`config.mk`:
```
export PLATFORM = sky130hd
export DESIGN_NAME = hh_spike_detector
export DESIGN_NICKNAME = d
export VERILOG_FILES = /design/src/rtl/hh_spike_detector.sv
export SDC_FILE = /design/constraint.sdc
export NUM_CORES = 1
export LEC_CHECK = 0
export ABC_AREA = 1
export CAP_MARGIN = 20
export CORE_UTILIZATION = 55
export CTS_BUF_LIST = sky130_fd_sc_hd__clkbuf_4 sky130_fd_sc_hd__clkbuf_8
export DETAILED_ROUTE_END_ITERATION = 8
export PLACE_DENSITY = 0.83
export SLEW_MARGIN = 20
export SYNTH_ARGS = -nofsm -noshare
export SYNTH_HDL_FRONTEND = slang
export SYNTH_SLANG_ARGS = --single-unit
```
`constraint.sdc`:
```
create_clock -name clk -period 2.35 [get_ports clk]
set_input_delay 0.3525 -clock clk [delete_from_list [all_inputs] [get_ports clk]]
set_output_delay 0.3525 -clock clk [all_outputs]
set_load 0.1 [all_outputs]
```
`src/rtl/hh_spike_detector.sv`:
```
// Spike detector for a Hodgkin-Huxley membrane-voltage stream: threshold
// crossing with refractory period and hysteresis re-arm, plus spike counting
// and an inter-spike-interval (ISI) output buffer.
// Latency: spike pulses 1 cycle after the spike sample's edge; a new ISI is
// presented on that same edge.
// Backpressure: one-entry ISI buffer (isi_valid/isi_ready); an interval that
// arrives while the buffer is full and not draining is dropped and sets the
// sticky overrun flag.
//
// Ports:
//   clk, rst              clock, asynchronous active-high reset
//   v_in, v_valid         signed Q9.5 voltage sample and its strobe
//   spike                 one-cycle registered spike pulse
//   spike_count           saturating spike count since reset
//   isi_data, isi_valid   interval in valid samples, with valid flag
//   isi_ready             consumer accepts isi_data
//   overrun               sticky: an interval was dropped
//   armed                 detector is ready to fire
module hh_spike_detector #(
  parameter int                      WIDTH   = 14,
  parameter logic signed [WIDTH-1:0] V_TH    = 14'b000000000_00000,
  parameter logic signed [WIDTH-1:0] V_REARM = 14'b111011000_00000,
  parameter int                      REFRAC  = 8,
  parameter int                      ISI_W   = 16
) (
  input  logic             clk,
  input  logic             rst,
  input  logic [WIDTH-1:0] v_in,
  input  logic             v_valid,
  output logic             spike,
  output logic [ISI_W-1:0] spike_count,
  output logic [ISI_W-1:0] isi_data,
  output logic             isi_valid,
  input  logic             isi_ready,
  output logic             overrun,
  output logic             armed
);

  localparam int RC_W = (REFRAC < 2) ? 1 : $clog2(REFRAC + 1);
  localparam logic [ISI_W-1:0] CNT_MAX = {ISI_W{1'b1}};

  typedef enum logic [1:0] {ARMED, REFRACT, WAIT_REARM} state_t;

  state_t            state_q, state_d;
  logic [RC_W-1:0]   rc_q, rc_d;
  logic [ISI_W-1:0]  ivl_q, ivl_d;
  logic              seen_q, seen_d;
  logic              spike_q, spike_d;
  logic [ISI_W-1:0]  cnt_q, cnt_d;
  logic [ISI_W-1:0]  isi_dat_q, isi_dat_d;
  logic              isi_vld_q, isi_vld_d;
  logic              ovr_q, ovr_d;

  logic signed [WIDTH-1:0] vs;
  logic                    spike_smp;
  logic [ISI_W-1:0]        ivl_inc;

  assign vs      = $signed(v_in);
  // Saturating "counter + 1": the interval includes the spike sample itself.
  assign ivl_inc = (ivl_q == CNT_MAX) ? CNT_MAX : ivl_q + 1'b1;

  always_comb begin
    state_d   = state_q;
    rc_d      = rc_q;
    ivl_d     = ivl_q;
    seen_d    = seen_q;
    spike_d   = 1'b0;
    cnt_d     = cnt_q;
    isi_dat_d = isi_dat_q;
    isi_vld_d = isi_vld_q;
    ovr_d     = ovr_q;
    spike_smp = 1'b0;

    if (v_valid) begin
      case (state_q)
        ARMED: begin
          if (vs >= V_TH) begin
            spike_smp = 1'b1;
            if (REFRAC == 0) begin
              state_d = WAIT_REARM;
            end else begin
              state_d = REFRACT;
              rc_d    = RC_W'(REFRAC);
            end
          end
        end
        REFRACT: begin
          if (rc_q <= RC_W'(1)) state_d = WAIT_REARM;
          else                  rc_d    = rc_q - 1'b1;
        end
        WAIT_REARM: begin
          // Hysteresis: only a clearly repolarised sample re-arms, and that
          // sample is never itself a spike.
          if (vs <= V_REARM) state_d = ARMED;
        end
        default: state_d = WAIT_REARM;
      endcase

      if (spike_smp) ivl_d = '0;
      else           ivl_d = ivl_inc;
    end

    if (isi_vld_q && isi_ready) isi_vld_d = 1'b0;

    if (spike_smp) begin
      spike_d = 1'b1;
      seen_d  = 1'b1;
      if (cnt_q != CNT_MAX) cnt_d = cnt_q + 1'b1;
      // The first spike only starts the interval counter.
      if (seen_q) begin
        if (!isi_vld_q || isi_ready) begin
          isi_dat_d = ivl_inc;
          isi_vld_d = 1'b1;
        end else begin
          ovr_d = 1'b1;
        end
      end
    end
  end

  always_ff @(posedge clk or posedge rst) begin
    if (rst) begin
      state_q   <= WAIT_REARM;
      rc_q      <= '0;
      ivl_q     <= '0;
      seen_q    <= 1'b0;
      spike_q   <= 1'b0;
      cnt_q     <= '0;
      isi_dat_q <= '0;
      isi_vld_q <= 1'b0;
      ovr_q     <= 1'b0;
    end else begin
      state_q   <= state_d;
      rc_q      <= rc_d;
      ivl_q     <= ivl_d;
      seen_q    <= seen_d;
      spike_q   <= spike_d;
      cnt_q     <= cnt_d;
      isi_dat_q <= isi_dat_d;
      isi_vld_q <= isi_vld_d;
      ovr_q     <= ovr_d;
    end
  end

  assign spike       = spike_q;
  assign spike_count = cnt_q;
  assign isi_data    = isi_dat_q;
  assign isi_valid   = isi_vld_q;
  assign overrun     = ovr_q;
  assign armed       = (state_q == ARMED);

endmodule

```
# Word-level counts from Yosys, hierarchy flattened
# Cells that the tools add are included.
# word_totals
register_bits,58
inputBits,18
word_cells,52
# classes
n_addsub,3
order_cmp,3
n_eq_ne,8
n_mux,18
n_bitwise,1
reduce_logical,10
# ops
cell,n
$add A16 B1 Y16 const B,2
$mux W16,2
$eq A16 B16 Y1 const B,1
$ne A16 B16 Y1 const B,1
$ge A14 B1 Y1 const B,1
$le A14 B12 Y1 const B,1
$mux W1,9
$mux W4,2
$pmux W4 S2,1
$reduce_and A4 Y1,2
$mux W2,3
$ne A2 B2 Y1 const B,3
$pmux W2 S3,1
$reduce_and A3 Y1,2
$le A4 B1 Y1 const B,1
$sub A4 B1 Y4 const B,1
$eq A2 B1 Y1 const B,1
$eq A2 B2 Y1 const B,1
$logic_not A2 Y1,1
$ne A2 B1 Y1 const B,1
$reduce_and A2 Y1,1
$reduce_bool A2 Y1,1
$logic_and A1 B1 Y1,1
$logic_not A1 Y1,1
2 further kinds,2

# Longest topological paths before layout
# logic_depth
word_depth,6
ltp_mapped,10

# Worst setup path after synthesis
# OpenSTA, ideal clock, no wires.
# synth_timing
path_kind,register to register
startpoint,reg cnt_q[0] (netlist: spike_count[0])
endpoint,reg cnt_q[11] (netlist: spike_count[11])
setup_time_ns,0.068
t_arrival_ns,2.199
path_slack_ns,0.083
stages_incl_launch_ff,11
path_buffers,1
synth_period_minus_slack_ns,2.267
cell_sequence,dfrtp_1 > ha_1 > inv_1 > nor2_2 > nand2_1 > nor2_2 > nand2_1 > nand2_2 > buf_6 > nand2_1 > nand2_1
# synth_via
elab_chain_cells,2
# synth_rtl
element,line,source
from (decl),49,"logic [ISI_W-1:0] cnt_q, cnt_d;"
from (signal assigned),138,cnt_q <= cnt_d;
"parallel branches: the longest is 2 deep, another holds $add A16 B1 Y16",-,
# Several ways; the timed one is not identified.
# A chain may end at the register's enable or synchronous reset.

# Worst setup path after layout
# layout_timing
startpoint,reg ivl_q[0]
endpoint,reg isi_dat_q[13] (netlist: isi_data[13])
# layout_via
elab_chain_cells,2
# layout_rtl
element,line,source
from (decl),46,"logic [ISI_W-1:0] ivl_q, ivl_d;"
from (signal assigned),135,ivl_q <= ivl_d;
$add A16 B1 Y16 or $eq A16 B16 Y1 (tied branches),60,assign ivl_inc = (ivl_q == CNT_MAX) ? CNT_MAX : ivl_q + 1'b1;
$mux W16 (*),60,
to (signal assigned),139,isi_dat_q <= isi_dat_d;
to (decl),50,"logic [ISI_W-1:0] isi_dat_q, isi_dat_d;"
# Mark *: on every way between the ends. The rest lies on a longest branch, timed or not.

==> run metrics <==
outcome finished, final reports clean; slowest stage delay, CP 0.41 ns; syn nets 467; top_reg_cell synth dfrtp_1; maximum vdd drop 0.734 mV; Yosys warning count 0; slowest CP cell dfrtp_1; Max Clock Freq 0.512 GHz; number of flops mapped to enable cells by yosys 0; startpoint types flip-flop; Routability Congestion 0.893; Top delay family on crit path simple AND/OR/NAND/NOR gates; dpl hpwl 4950 um; Core Region 0.00557 sq mm; worst hold-check path type primary input to asynchronous set/reset pin; setup tns final 0 ns; RSZ-0062 raised after global routing false; max cap viols 0; PortBufs 53; worst-path fanout max 13; Power Dens Cells 1020 mW/mm^2; fin crit period 1.95 ns; critical path type flip-flop to flip-flop; synthesized area 0.00321 sq mm; clock root buffer clkbuf_8; remaining global-route overflow 0; largest net degree at the start of global routing 36; initial antenna violation count 0; hold_buf cts 0; top post-synthesis cells by area dfrtp_1 44%, nand2_1 23%, nor2_1 5.5%; element type at the critical path end flip-flop; CTS tree yes; wire per inst 11.9 um; critical path cell sequence ha_1, nand3_1, nor2_1, nand2_1, inv_1, nand2_1, nand3_1, nand2_1, nand2_1; remaining antenna violation count 0; clock transition at the registers of the reported paths 0.07 ns; Yosys top cell area share 44.4%; I/O pin count 54; # nets final 529; DR pass1 iterations 5; Synth Instances 445; first-pass GRT wire length 12,400 um; chip height 78.4 um; cell taking the most area after synthesis dfrtp_1; final slew viol count 0; Die X 78.4 um; initial core utilization 57.6%; Clock Skew 0.0123 ns; Netlist cell types 29; Avg Vias per Cell 5.02; gr usage total 25.8%; DR iter-0 viols 192; PostCTS Resize Cnt 0; Setup WS pre-CTS 0.227 ns; die area 0.00615 sq mm; clk sinks 58; routed via count 2,932; Async S/R FF share, synth 100%; final worst-path setup slack 0.398 ns; number of global-route vias before repair 2,890; period utilisation layout 83.1%; total wire length 6920 um; H-tree levels 3; Rel. slew slack 64.2%; FF+latch count, synth 58; ANT cells 0; CP dominant cell by count nand2_1; static leakage 2.03 nW; Worst EP arrival 2.23 ns; layout cells sized above 1 14.5%; Longest Clk Path Bufs 2; Tightest Pin Transition 0.536 ns; Final Hold Viols 0; Worst Path Required 2.63 ns; CP bufs+invs 1; clk_lat worst skew 0.34 ns; row count 27; total CTS buffers 9; Syn Area/Cell 7.22 sq um; drt drc 0; Final setup viols 0; Area Growth Syn to Fin 22.4%; final hold slack 0.383 ns; Post-CTS Setup Repair Bufs 0; final core utilization 70.5%; Seq/Total Area, Yosys 45.2%
final cells by class:
type                    count  area, sq um
multi-input cells         338         1550
clock inverters             5         55.1
clock buffers              11          139
fillers                   472         1640
repair buffers             58          490
flip-flops and latches     58         1450
inverters                  42          160
well taps                  72         90.1
cell usage after synthesis, types with 3 or more instances:
cell,count
buf_6,3
dfrtp_1,57
ha_1,4
inv_1,38
inv_2,3
nand2_1,198
nand3_1,32
nand4_1,4
nor2_1,47
o21ai_0,18
or2_2,3
xnor2_1,8
xor2_1,10
final timing paths:
path	slack, ns	cells after the start	from	to
worst min register to register	0.48	2	isi_data[1]	isi_data[1]
worst min-delay path	0.38	2	rst	ivl_q[6]
min in group clk	0.48	2	isi_data[1]	isi_data[1]
max in group asynchronous	1.33	3	rst	state_q[1]
worst max register to register	0.40	9	ivl_q[0]	isi_data[13]
worst max-delay path	0.40	9	ivl_q[0]	isi_data[13]
power by group:
part	internal [W]	total [W]	leakage, nW	switching, W
combinational	0.000419	0.00172	1.15	0.00130
sequential	0.00118	0.00136	0.778	0.000175
clock	0.000509	0.000914	0.0962	0.000404
total	0.00211	0.00399	2.03	0.00188
logic make-up after synthesis:
kind of cell,Yosys count,share of synthesized area [%]
buffers and inverters,49,6.70
XOR/XNOR,18,4.91
AO/OA/AOI/OAI,22,3.70
flip-flops,58,45.2
AND/OR/NAND/NOR,294,37.9
adder cells (fa/ha/maj),4,1.56
state kept, by name, indices dropped and copies added, names as in the netlist:
name and count:
isi_data 16, seen_q 1, spike_count 16, overrun 1
state_q 2, rc_q 4, ivl_q 16, spike 1
isi_valid 1
layout by cell type (no fill, tap or decap), types with 9 or more instances in the layout:
| cell type | synthesis | final |
|---|---|---|
| xor2_1 | 10 | 10 |
| dfrtp_1 | 57 | 57 |
| o21ai_0 | 18 | 18 |
| inv_1 | 38 | 37 |
| nand2_1 | 198 | 198 |
| nand3_1 | 32 | 32 |
| nor2_1 | 47 | 47 |
| clkdlybuf4s50_1 | 0 | 17 |
| buf_4 | 1 | 40 |
| clkbuf_8 | 0 | 9 |
worst register-to-register path: stages (launching register included):
cell	delay, ns
dfrtp_1	0.41
ha_1	0.21
nand3_1	0.09
nor2_1	0.24
nand2_1	0.17
inv_1	0.10
nand2_1	0.28
nand3_1	0.25
nand2_1	0.08
nand2_1	0.06
per-layer routing:
layer	wire, um	vias to the layer above	GRT usage (%)
li1	-	1495	-
met1	3310	1328	33.8
met2	3070	95	41.2
met3	394	14	5.47
met4	154	0	11.1
met5	0	-	0
through the flow:
step	instances	power, W	cell area [sq um]
2_1_floorplan	445	0.00274	3210
3_5_place_dp	568	0.00310	3740
6_report	584	0.00399	3930
4_1_cts	584	0.00402	3930
5_1_grt	584	0.00422	3930
3_3_place_gp	568	0.00306	3740
No activity file was read; power rests on OpenSTA's default activity.
==> RTL change: new RTL, same flow settings <==
The 3 states of `state_t` get a one-hot encoding in 3 bits.
--- a/src/rtl/hh_spike_detector.sv
+++ b/src/rtl/hh_spike_detector.sv
@@ -39,7 +39,7 @@
   localparam int RC_W = (REFRAC < 2) ? 1 : $clog2(REFRAC + 1);
   localparam logic [ISI_W-1:0] CNT_MAX = {ISI_W{1'b1}};
 
-  typedef enum logic [1:0] {ARMED, REFRACT, WAIT_REARM} state_t;
+  typedef enum logic [2:0] {ARMED = 3'b001, REFRACT = 3'b010, WAIT_REARM = 3'b100} state_t;
 
   state_t            state_q, state_d;
   logic [RC_W-1:0]   rc_q, rc_d;
Formal check against the unedited RTL: same outputs for any inputs over 10 cycles, from zero or initial values and one cycle with rst high; not proved beyond that.
==> RTL change against the unedited design <==
- setup slack improved by 0.22 ns
- total power shrank 5.9%
- sequential cell count is 1 higher
- final area increased by 2.0%
- largest cell class unchanged
- fmax up 12%
- wire length shrank 2.1%
- count of clock-buffer cells in the layout stayed put
- synthesized area grew 2.9%
==> RTL change: results <==
[place]
dp_slack_ns = 0.399
hpwl_mm = 5.01
post_dp_cell_area_um2 = 3830
dp_cells = 559
globalplace.congestion = 0.903

[synthesis]
synth_fa_ha_area_frac = 0.0151
synth_compound_area_frac = 0.0639
synthTopCellsByArea = dfrtp_1, nand2_1, inv_1, nor2_1, nand3_1
yosys-top-cells-count = nand2_1, dfrtp_1, inv_1, nor2_1, nand3_1
synth_xor_area_frac = 0.0450
syn_inst = 436
seq_area_frac_synth = 0.447
yosysUniqueCellTypes = 37

[setup_path]
critPathLaunch = state_q[1]$_DFFE_PP0P_
cpLargestDelayFamily = buffers and inverters
crit_type = reg2out
r2r_end = spike_count[3]$_DFFE_PP0P_
cp_max_fo = 5
crit_path_end = armed
slowest_delay_ns = 0.39
r2r-start = spike_count[0]$_DFFE_PP0P_

[global_routing]
grtUsageTotal = 0.246
grt_pass1_wl_mm = 12.2
first_global_vias = 2915

[pwr]
leakage_nw = 2.09
ir_drop_mv = 1.05

[sta]
clock_skew_ns = 0.0104
clock.fmax_mhz = 576
worstMarginPinSlew_ns = 0.534

[cells_and_area]
drive_gt1_frac = 0.162
nFillCells = 482
fin_cells = 573
fin_nets = 520

[routing]
drt_iter0_drc = 185
via_per_inst = 5.11
dr.pass1.iters = 4

[status]
status = completed
-- RTL change: worst min-delay path by stage --
| stage | cells past startpoint | to | start | slack (ns) |
|---|---|---|---|---|
| after floorplan | 1 | ivl_q[12]$_DFFE_PP0P_ | v_valid | 0.44 |
| after global placement | 2 | isi_data[15]$_DFFE_PP0P_ | isi_data[15]$_DFFE_PP0P_ | 0.47 |
| after detailed placement | 2 | isi_data[0]$_DFFE_PP0P_ | isi_data[0]$_DFFE_PP0P_ | 0.47 |
| after CTS | 2 | spike_count[10]$_DFFE_PP0P_ | rst | 0.39 |
| after global routing | 2 | spike_count[5]$_DFFE_PP0P_ | rst | 0.45 |
| final | 2 | spike_count[5]$_DFFE_PP0P_ | rst | 0.37 |
-- RTL change: area by class of cell --
type | count | area (um^2) | share of cell area
Inverter | 45 | 176 | 0.0440
Sequential cell | 59 | 1480 | 0.368
Tap cell | 72 | 90.1 | 0.0225
Clock inverter | 3 | 40.0 | 0.00998
Timing Repair Buffer | 57 | 483 | 0.120
Multi-Input combinational cell | 326 | 1600 | 0.399
Clock buffer | 11 | 145 | 0.0362
-- RTL change: cell families after synthesis --
kind of cell,Yosys count
DFF,59
xor gates and xnor gates,17
AOI/OAI and AO/OA,35
buffers and inverters,51
and+or+nand+nor,270
adders and majority gates,4
-- RTL change: metal layers --
metal	track usage	vias to the layer above	part of all wire
li1	-	1488	-
met1	0.287	1346	0.44
met2	0.432	80	0.49
met3	0.0469	12	0.045
met4	0.113	0	0.018
met5	0	-	0
-- RTL change: where the power goes --
| part | internal (W) | switching [W] |
|---|---|---|
| registers | 0.00121 | 0.000169 |
| clock network | 0.000515 | 0.000387 |
| logic | 0.000381 | 0.00109 |
| total | 0.00211 | 0.00165 |
